`config.mk`:
```
export PLATFORM = sky130hd
export DESIGN_NAME = res_ram_arbiter
export DESIGN_NICKNAME = d
export VERILOG_FILES = /design/src/rtl/res_ram_arbiter_pkg.sv /design/src/rtl/res_ram_arbiter_rr_pick.sv /design/src/rtl/res_ram_arbiter.sv
export SDC_FILE = /design/constraint.sdc
export NUM_CORES = 1
export LEC_CHECK = 0
export CORE_AREA = 2 2 112 114
export DETAILED_ROUTE_END_ITERATION = 6
export DIE_AREA = 0 0 114 116
export PLACE_DENSITY = 0.73
export SYNTH_ARGS = -nofsm -noshare
export SYNTH_HDL_FRONTEND = slang
export SYNTH_SLANG_ARGS = --single-unit
```
`constraint.sdc`:
```
create_clock -name clk -period 4.6 [get_ports clk]
set_input_delay 0.92 -clock clk [delete_from_list [all_inputs] [get_ports clk]]
set_output_delay 0.92 -clock clk [all_outputs]
set_load 0.01 [all_outputs]
```
`src/rtl/res_ram_arbiter_pkg.sv`:
```
// Shared types and constants for the res_ram arbiter and its requesters.
package res_arb_pkg;

  localparam int unsigned N_REQ  = 3;
  localparam int unsigned ADDR_W = 16;

  typedef logic [$clog2(N_REQ)-1:0] req_id_t;

  localparam req_id_t REQ_CONV  = req_id_t'(0);
  localparam req_id_t REQ_DENSE = req_id_t'(1);
  localparam req_id_t REQ_HOST  = req_id_t'(2);

  typedef logic [31:0] res_word_t;

endpackage

```
`src/rtl/res_ram_arbiter_rr_pick.sv`:
```
// Combinational round-robin pick: first set request scanning from i_ptr upward,
// wrapping modulo N.
module rr_pick
  import res_arb_pkg::*;
#(
  parameter int unsigned N    = res_arb_pkg::N_REQ,
  parameter int unsigned ID_W = (N > 1) ? $clog2(N) : 1
) (
  input  logic [N-1:0]    i_req,
  input  logic [ID_W-1:0] i_ptr,
  output logic [N-1:0]    o_onehot,
  output logic [ID_W-1:0] o_id,
  output logic            o_any
);

  always_comb begin
    o_onehot = '0;
    o_id     = '0;
    o_any    = 1'b0;
    for (int unsigned k = 0; k < N; k++) begin
      int unsigned idx;
      idx = int'(i_ptr) + k;
      if (idx >= N) idx = idx - N;
      if (!o_any && i_req[idx]) begin
        o_any         = 1'b1;
        o_onehot[idx] = 1'b1;
        o_id          = ID_W'(idx);
      end
    end
  end

endmodule

```
`src/rtl/res_ram_arbiter.sv`:
```
// Shares the four byte-wide res_ram banks between conv, dense and host with
// round-robin arbitration, bounded burst hold and routed read returns.
module res_ram_arbiter
  import res_arb_pkg::*;
#(
  parameter int unsigned N_REQ     = res_arb_pkg::N_REQ,
  parameter int unsigned ADDR_W    = res_arb_pkg::ADDR_W,
  parameter int unsigned MAX_BURST = 8,
  parameter int unsigned RD_LAT    = 1
) (
  input  logic                          clk,
  input  logic                          reset,
  input  logic [N_REQ-1:0]              req,
  input  logic [N_REQ-1:0]              we,
  input  logic [N_REQ-1:0][ADDR_W-1:0]  addr,
  input  logic [N_REQ-1:0][31:0]        wdata,
  input  logic [N_REQ-1:0][3:0]         be,
  output logic [N_REQ-1:0]              gnt,
  output logic [N_REQ-1:0]              rvalid,
  output res_word_t                     rdata,
  output logic [ADDR_W-1:0]             res_ram_addr,
  output logic [7:0]                    res_ram_data0,
  output logic [7:0]                    res_ram_data1,
  output logic [7:0]                    res_ram_data2,
  output logic [7:0]                    res_ram_data3,
  output logic                          we_res0,
  output logic                          we_res1,
  output logic                          we_res2,
  output logic                          we_res3,
  input  logic [7:0]                    read_res0,
  input  logic [7:0]                    read_res1,
  input  logic [7:0]                    read_res2,
  input  logic [7:0]                    read_res3
);

  localparam int unsigned ID_W = (N_REQ > 1) ? $clog2(N_REQ) : 1;
  localparam int unsigned BC_W = $clog2(MAX_BURST + 1);

  logic [ID_W-1:0]              r_ptr;
  logic [ID_W-1:0]              r_owner;
  logic                         r_owner_valid;
  logic [BC_W-1:0]              r_bcnt;
  logic [RD_LAT-1:0]            r_pv;
  logic [RD_LAT-1:0][ID_W-1:0]  r_pid;

  logic [N_REQ-1:0] w_rr_onehot;
  logic [ID_W-1:0]  w_rr_id;
  logic             w_rr_any;
  logic [N_REQ-1:0] w_owner_oh;
  logic             w_others;
  logic             w_hold;
  logic [N_REQ-1:0] w_gnt;
  logic [ID_W-1:0]  w_gid;
  logic             w_any;
  logic             w_wr;
  logic [31:0]      w_wdata;
  logic [3:0]       w_be;
  logic [N_REQ-1:0] w_rv;

  rr_pick #(.N(N_REQ), .ID_W(ID_W)) u_pick (
    .i_req    (req),
    .i_ptr    (r_ptr),
    .o_onehot (w_rr_onehot),
    .o_id     (w_rr_id),
    .o_any    (w_rr_any)
  );

  // Owner keeps the bank while under its burst budget, or indefinitely when
  // nobody else is asking; otherwise the round-robin pick takes over.
  always_comb begin
    w_owner_oh          = '0;
    w_owner_oh[r_owner] = 1'b1;
    w_others            = |(req & ~w_owner_oh);
    w_hold              = r_owner_valid && req[r_owner] &&
                          ((r_bcnt < BC_W'(MAX_BURST)) || !w_others);
    w_gnt = '0;
    w_gid = r_owner;
    w_any = 1'b0;
    if (!reset) begin
      if (w_hold) begin
        w_gnt = w_owner_oh;
        w_any = 1'b1;
      end else if (w_rr_any) begin
        w_gnt = w_rr_onehot;
        w_gid = w_rr_id;
        w_any = 1'b1;
      end
    end
  end

  assign gnt = w_gnt;

  always_ff @(posedge clk) begin
    if (reset) begin
      r_ptr         <= '0;
      r_owner       <= '0;
      r_owner_valid <= 1'b0;
      r_bcnt        <= '0;
    end else if (!w_any) begin
      r_owner_valid <= 1'b0;
    end else if (r_owner_valid && (w_gid == r_owner)) begin
      r_bcnt <= (r_bcnt >= BC_W'(MAX_BURST)) ? BC_W'(1) : r_bcnt + BC_W'(1);
    end else begin
      r_bcnt        <= BC_W'(1);
      r_owner       <= w_gid;
      r_owner_valid <= 1'b1;
      r_ptr         <= (w_gid == ID_W'(N_REQ - 1)) ? '0 : w_gid + ID_W'(1);
    end
  end

  always_ff @(posedge clk) begin
    if (reset) begin
      r_pv  <= '0;
      r_pid <= '0;
    end else begin
      r_pv[0]  <= w_any && !we[w_gid];
      r_pid[0] <= w_gid;
      for (int unsigned s = 1; s < RD_LAT; s++) begin
        r_pv[s]  <= r_pv[s-1];
        r_pid[s] <= r_pid[s-1];
      end
    end
  end

  always_comb begin
    w_wr         = w_any && we[w_gid];
    res_ram_addr = w_any ? addr[w_gid] : '0;
    w_wdata      = w_wr ? wdata[w_gid] : '0;
    w_be         = w_wr ? be[w_gid] : '0;
  end

  assign res_ram_data0 = w_wdata[7:0];
  assign res_ram_data1 = w_wdata[15:8];
  assign res_ram_data2 = w_wdata[23:16];
  assign res_ram_data3 = w_wdata[31:24];
  assign we_res0       = w_be[0];
  assign we_res1       = w_be[1];
  assign we_res2       = w_be[2];
  assign we_res3       = w_be[3];

  // Reset masks the return stage combinationally so a read issued just before
  // reset never surfaces.
  always_comb begin
    w_rv = '0;
    if (!reset && r_pv[RD_LAT-1]) w_rv[r_pid[RD_LAT-1]] = 1'b1;
    rdata = (|w_rv) ? {read_res3, read_res2, read_res1, read_res0} : '0;
  end

  assign rvalid = w_rv;

  a_invariants: assert property (@(posedge clk) disable iff (reset)
    $onehot0(gnt) && ((gnt & ~req) == '0) && $onehot0(rvalid));

  for (genvar i = 0; i < N_REQ; i++) begin : g_obl
    a_stable: assert property (@(posedge clk) disable iff (reset)
      (req[i] && $past(!reset && req[i] && !gnt[i])) |->
      (we[i] == $past(we[i]) && addr[i] == $past(addr[i]) &&
       wdata[i] == $past(wdata[i]) && be[i] == $past(be[i])));
  end

endmodule

```
==> results of run 1 <==
cells in the final DEF, fill, tap and decap left out, types with 6 or more instances in the layout:
master and instances:
clkdlybuf4s50_1 230, nand2_1 120, o21ai_0 91, a21oi_1 80, buf_4 64, nand3_1 57
dlygate4sd2_1 52, and2_1 35, a22oi_2 30, mux2i_1 21, dfxtp_1 12, nor2_1 10
inv_1 8, buf_12 8, a22oi_1 6, ha_1 6
timing repair:
| action | CTS | global route |
|---|---|---|
| setup buffers | 1 | 0 |
| gates resized for setup | 62 | 3 |
| gates cloned | 1 | 0 |
| setup endpoints to repair | 52 | 3 |
| hold buffers | 0 | 0 |
| pin swaps | 1 | 0 |
power breakdown:
group	internal [mW]	total [mW]	switching (mW)	leakage [nW]
Combinational	1.51	3.29	1.77	2.88
Sequential	0.138	0.174	0.0359	0.0989
Clock	0.113	0.152	0.0395	0.0370
Total	1.76	3.61	1.85	3.01
kinds of logic (layout without fill, tap and decap cells):
| group | count (synthesis) | in the layout | share of synthesized area |
|---|---|---|---|
| mux | 26 | 26 | 0.07308 |
| simple gates | 249 | 249 | 0.3270 |
| compound gates | 239 | 239 | 0.4177 |
| flops | 12 | 12 | 0.06526 |
| buf+inv | 69 | 370 | 0.09654 |
| fa+ha+maj | 6 | 6 | 0.02039 |
flip-flops by register name (all words and copies together), names as in the netlist:
signal,count
r_bcnt,4
r_owner,2
r_owner_valid,1
r_pid,2
r_ptr,2
r_pv,1
worst min path at each step:
stage | startpoint | to | cells after the start
after floorplan | r_bcnt[2]$_SDFFE_PP0P_ | r_bcnt[3]$_SDFFE_PP0P_ | 2
after global placement | r_bcnt[2]$_SDFFE_PP0P_ | r_bcnt[3]$_SDFFE_PP0P_ | 2
after detailed placement | r_bcnt[2]$_SDFFE_PP0P_ | r_bcnt[3]$_SDFFE_PP0P_ | 2
after CTS | r_bcnt[1]$_SDFFE_PP0P_ | r_bcnt[1]$_SDFFE_PP0P_ | 2
after global routing | r_bcnt[1]$_SDFFE_PP0P_ | r_bcnt[1]$_SDFFE_PP0P_ | 2
final | r_bcnt[1]$_SDFFE_PP0P_ | r_bcnt[1]$_SDFFE_PP0P_ | 2
critical path, delay by kind of cell:
family / cells / cell delay, ps
AND/OR/NAND/NOR: 4 / 1050
buffers and inverters: 3 / 800
AO/OA/AOI/OAI: 3 / 710
area by class of cell:
| cell class | instances | area share |
|---|---|---|
| flip-flops and latches | 12 | 0.03370 |
| well taps | 147 | 0.02580 |
| repair buffers | 359 | 0.4874 |
| clock buffers | 3 | 0.01053 |
| inverters | 8 | 0.004212 |
| multi-input cells | 520 | 0.4384 |
per-stage QoR:
step | util | setup slack, ps
floorplan | - | 746.8
global placement | 0.5913 | -427.6
detailed placement | 0.5913 | -442.7
CTS | 0.5979 | 13.00
global route | 0.5985 | 30.06
finish | 0.5985 | 178.1
layer usage:
metal / GRT usage / vias to the layer above / wire (um)
met2: 0.4687 / 245 / 9053
met3: 0.03400 / 34 / 1117
met5: 0 / - / 0
met1: 0.3210 / 2617 / 7295
li1: - / 2751 / -
met4: 0.06260 / 0 / 385
==> impl_results.md, run 1 <==
* Outcome: finished, final reports clean
* CP Capture Point: res_ram_data0[0]
* Die area at between 10,000 and 15,000 um2
* Via/cell ratio at 5.383
* Core Rows at 40
* Fin. Hold Viols at 0
* Antenna Nets Post-Route at 0
* 1st-iter DRT viols at 407
* Buffers on Ports at about 290
* Flops & latches, synth at 12
* CP startpoint: req[0]
* Pin count of the biggest net entering global routing at 38
* Crit Path Max Fanout at 32
* Period utilisation layout at 0.9613
* Syn nets at 803
* R2R cell count at 10
* Yosys top cell area share at 0.1278
* Yosys warns at 0
* Final Cell Area at 7129 um2
* Lkg Pwr at about 3.0 nW
* Cells after DPL at approximately 1,000
* First drt pass iteration count at 5
* Clock Sinks at 12
* CP required at between 3000 and 4000 ps
* Slew of the pin with the lowest slew margin at ~530 ps
* Clock Skew at around 2.3 ps
* Final WL at between 15,000 and 20,000 um
* Ant. Diodes at 0
* Maximum vdd ir drop at just under 300 uV
* Total number of vias at ~5,600
* Maximum clock frequency at roughly 230 MHz
* Starting Density at 0.3090
* DIE HEIGHT at 116 um
* Crit end category: output pin
* DRC at 0
* CTS root buf: clkbuf_16
* Worst skew pair latency at between 200 and 250 ps
* All-layer global routing usage at 0.2572
* Asr flop ratio synth at 0
* Arr. time, crit path at 3500 ps
* Slew Limit Fails at 0
* Critical path's slowest cell: or4b_4
* Cells after synthesis at around 600
* RSZ-0062 raised after global routing: no
* Ports at around 290
* Synthesis-to-finish area growth at 93.68%
* Synth Flop Type: dfxtp_1
* CTS tree: yes
* Most frequent cell on the critical path: dlygate4sd2_1
* Total grt overflow at 0
* Clk buf depth at 2
* CP Class: in -> out
* Die width at about 110 um
* H-Tree Depth at 1
* Syn Std Cell Area at 3681 um2
* CORE AREA at ~12,000 um2
* Distinct cells, synth at 52
* Min Tclk post-route at between 4000 and 5000 ps
* Layout cell share with drive strength beyond 1 at 0.1441
* Syn Area/Cell at just over 6 um2
* R2R Path End: r_bcnt[2]$_SDFFE_PP0P_
* HP Class: reg -> reg
* Max-cap viol count at 0
* HPWL Detailed at roughly 14,000 um
* Multi-input gate area at 3126 um2
* First-pass GRT wire length at 28,050 um
* Min Hold Slack at about 490 ps
* Final Total Pwr at 3.611 mW
* Slew HR at 0.6428
* R2R setup slack at around 1300 ps
* Setup TNS at 0 ps
* TritonCTS buffer count at 3
* Cell-by-cell trace of the critical path: dlygate4sd2_1 > or4b_4 > and3_4 > a22oi_4 > or2_1 > o2111a_2 > nand3_4 > buf_12 > a22oi_1 > dlygate4sd2_1
* # fillers at between 1,000 and 1,500
* Leading area contributor after synthesis: o21ai_0
* Initial antenna violation count at 0
* Average wire per standard cell at 17.02 um
* Most common cell in the netlist: nand2_1
* Startpoint Class: input pin
* Fin nets at approximately 1,100
* GP Congestion at roughly 0.95
* Final cell count without fillers at ~1,000
* Register area share after synthesis at 0.06526
* Register Area at 240.2 um2
* Pwr per Cell Area at about 510 nW/um2
* Post-synth EDFFs at 0
* Slowest stage delay, CP at ~540 ps
* Clock transition at path regs at around 40 ps
* Final Setup Violations at 0
* Ranking of synthesized cells by area: o21ai_0, nand2_1, a21oi_1
* Post-DP Area at ~7000 um2
* Vias in the first global route at about 5,700
* Crit Reg-Reg Startpoint: r_ptr[0]$_SDFFE_PP0P_
* Post-synth top cells: nand2_1, o21ai_0, a21oi_1, nand3_1
No activity file was read; power rests on OpenSTA's default activity.
==> run 2, diff against run 1 <==
--- a/config.mk
+++ b/config.mk
@@ -9,6 +9,7 @@
 export DETAILED_ROUTE_END_ITERATION = 6
 export DIE_AREA = 0 0 114 116
 export PLACE_DENSITY = 0.73
+export SKIP_CTS_REPAIR_TIMING = 1
 export SYNTH_ARGS = -nofsm -noshare
 export SYNTH_HDL_FRONTEND = slang
 export SYNTH_SLANG_ARGS = --single-unit
==> impl_results.md, run 2 (synthesis gave the netlist of run 1 again) <==
* CORE AREA at ~12,000 um2
* Ant. Diodes at 0
* Layout cell share with drive strength beyond 1 at 0.1486
* First drt pass iteration count at 5
* Top reg by flops: r_bcnt
* Vias in the first global route at approximately 5,600
* Final Cell Area at between 7000 and 8000 um2
* Fin. Hold Viols at 0
* Arr. time, crit path at 3610 ps
* Commonest non-fill, non-tap cell in the layout: clkdlybuf4s50_1
* Crit Reg-Reg Startpoint: r_ptr[0]$_SDFFE_PP0P_
* HPWL Detailed at 14,000 um
* R2R setup slack at 1440 ps
* CP required at about 3700 ps
* Pwr per Cell Area at between 500 and 600 nW/um2
* Startpoint Class: input pin
* 1st-iter DRT viols at about 400
* Final worst slack at slightly below 70 ps
* Core Rows at 40
* Ports at between 200 and 300
* Hold depth at 2
* Final Setup Violations at 0
* DP Worst Slack at -442.7 ps
* Average wire per standard cell at 17.35 um
* Pin count of the biggest net entering global routing at 50
* Crit Path Max Fanout at 32
* Slew of the pin with the lowest slew margin at between 500 and 600 ps
* Clock Sinks at 12
* CP Class: in -> out
* CTS tree: yes
* CTS root buf: clkbuf_16
* Final WL at ~18,000 um
* Maximum clock frequency at ~220 MHz
* R2R cell count at 10
* # fillers at between 1,000 and 1,500
* Antenna Nets Post-Route at 0
* Synthesis-to-finish area growth at 98.27%
* H-Tree Depth at 1
* Total number of vias at 5,713
* Final cell count without fillers at 1,049
* Starting Density at 0.3090
* Cells after DPL at between 1,000 and 1,500
* First-pass GRT wire length at 27,460 um
* DRC at 0
* Fin nets at about 1,100
* Die width at ~110 um
* GP Congestion at around 0.95
* Min Tclk post-route at around 4500 ps
* Max reg flops at 4
* Multi-input gate area at roughly 3100 um2
* Outcome: finished, final reports clean
* Lkg Pwr at roughly 3.4 nW
* All-layer global routing usage at 0.2505
* Crit end category: output pin
* Clock Skew at a little under 2 ps
* Hold endpoint: r_bcnt[1]$_SDFFE_PP0P_
* Via/cell ratio at roughly 5.4
* Post-DP Area at roughly 7000 um2
* Slew Limit Fails at 0
* Min Hold Slack at 486.9 ps
* TritonCTS buffer count at 3
* Max-cap viol count at 0
* Maximum vdd ir drop at 295.2 uV
* Period utilisation layout at 0.9850
* HP Class: reg -> reg
* R2R Path End: r_bcnt[2]$_SDFFE_PP0P_
* Buffers on Ports at 285
* Total grt overflow at 0
* Register Area at about 240 um2
* Final Total Pwr at roughly 3.7 mW
* Clock transition at path regs at 40 ps
* Initial antenna violation count at 0
* Die area at roughly 13,000 um2
* Worst skew pair latency at between 200 and 250 ps
* DIE HEIGHT at ~120 um
* Hold Startpoint: r_bcnt[1]$_SDFFE_PP0P_
* Slew HR at 0.6406
* Commonest cells after routing, fill and taps aside: clkdlybuf4s50_1, nand2_1, o21ai_0
* Clk buf depth at 2
==> run 2: cell count changes in the layout (fill, tap and decap cells not counted), sizes merged <==
| cell | change |
|---|---|
| dlygate4sd2 | -52 |
| dlymetal6s2s | +36 |
| buf | -1 |
| clkbuf | +1 |
| clkdlybuf4s50 | +16 |
==> run 2: power breakdown <==
part	total (mW)	internal (mW)	switching, mW
registers	0.174	0.138	0.0366
clock network	0.151	0.113	0.0388
logic	3.41	1.61	1.80
total	3.73	1.86	1.87
==> run 2: worst max path at each step <==
stage	from	cells after the start	end	slack, ps
floorplan	req[0]	10	res_ram_addr[10]	750
CTS	req[0]	11	res_ram_addr[9]	-480
global route	req[0]	10	we_res0	-0.05
global placement	req[0]	11	res_ram_addr[9]	-430
detailed placement	req[0]	11	res_ram_addr[9]	-440
finish	req[0]	10	we_res0	70
==> run 2: per-layer routing <==
metal  GRT usage  up-vias  wire length, um
li1            -     2755                -
met1      0.3106     2644             7360
met2      0.4571      277             9204
met3     0.03504       37             1223
met4     0.06179        0              408
met5           0        -                0
==> run 2: worst max-delay path, cell delays in order <==
cell	delay, ps
dlymetal6s2s_1	200
or4b_4	540
and3_4	210
a22oi_4	180
or2_4	190
o2111a_2	310
nand3_4	110
buf_12	190
a22oi_2	170
clkdlybuf4s50_1	550
==> run 2: cell type report <==
type,instances,share of cell area
tap,147,0.02520
inverter,8,0.004115
sequential,12,0.03292
clock buffer,3,0.01029
timing repair buffer,359,0.4965
multi-input combinational,520,0.4310
==> run 2: stage by stage <==
| step | TNS [ps] | util |
|---|---|---|
| after floorplan | 0 | - |
| after global placement | -11100 | 0.5913 |
| after detailed placement | -13750 | 0.5913 |
| after CTS | -15000 | 0.5976 |
| after global routing | -0.05462 | 0.6127 |
| final | 0 | 0.6127 |
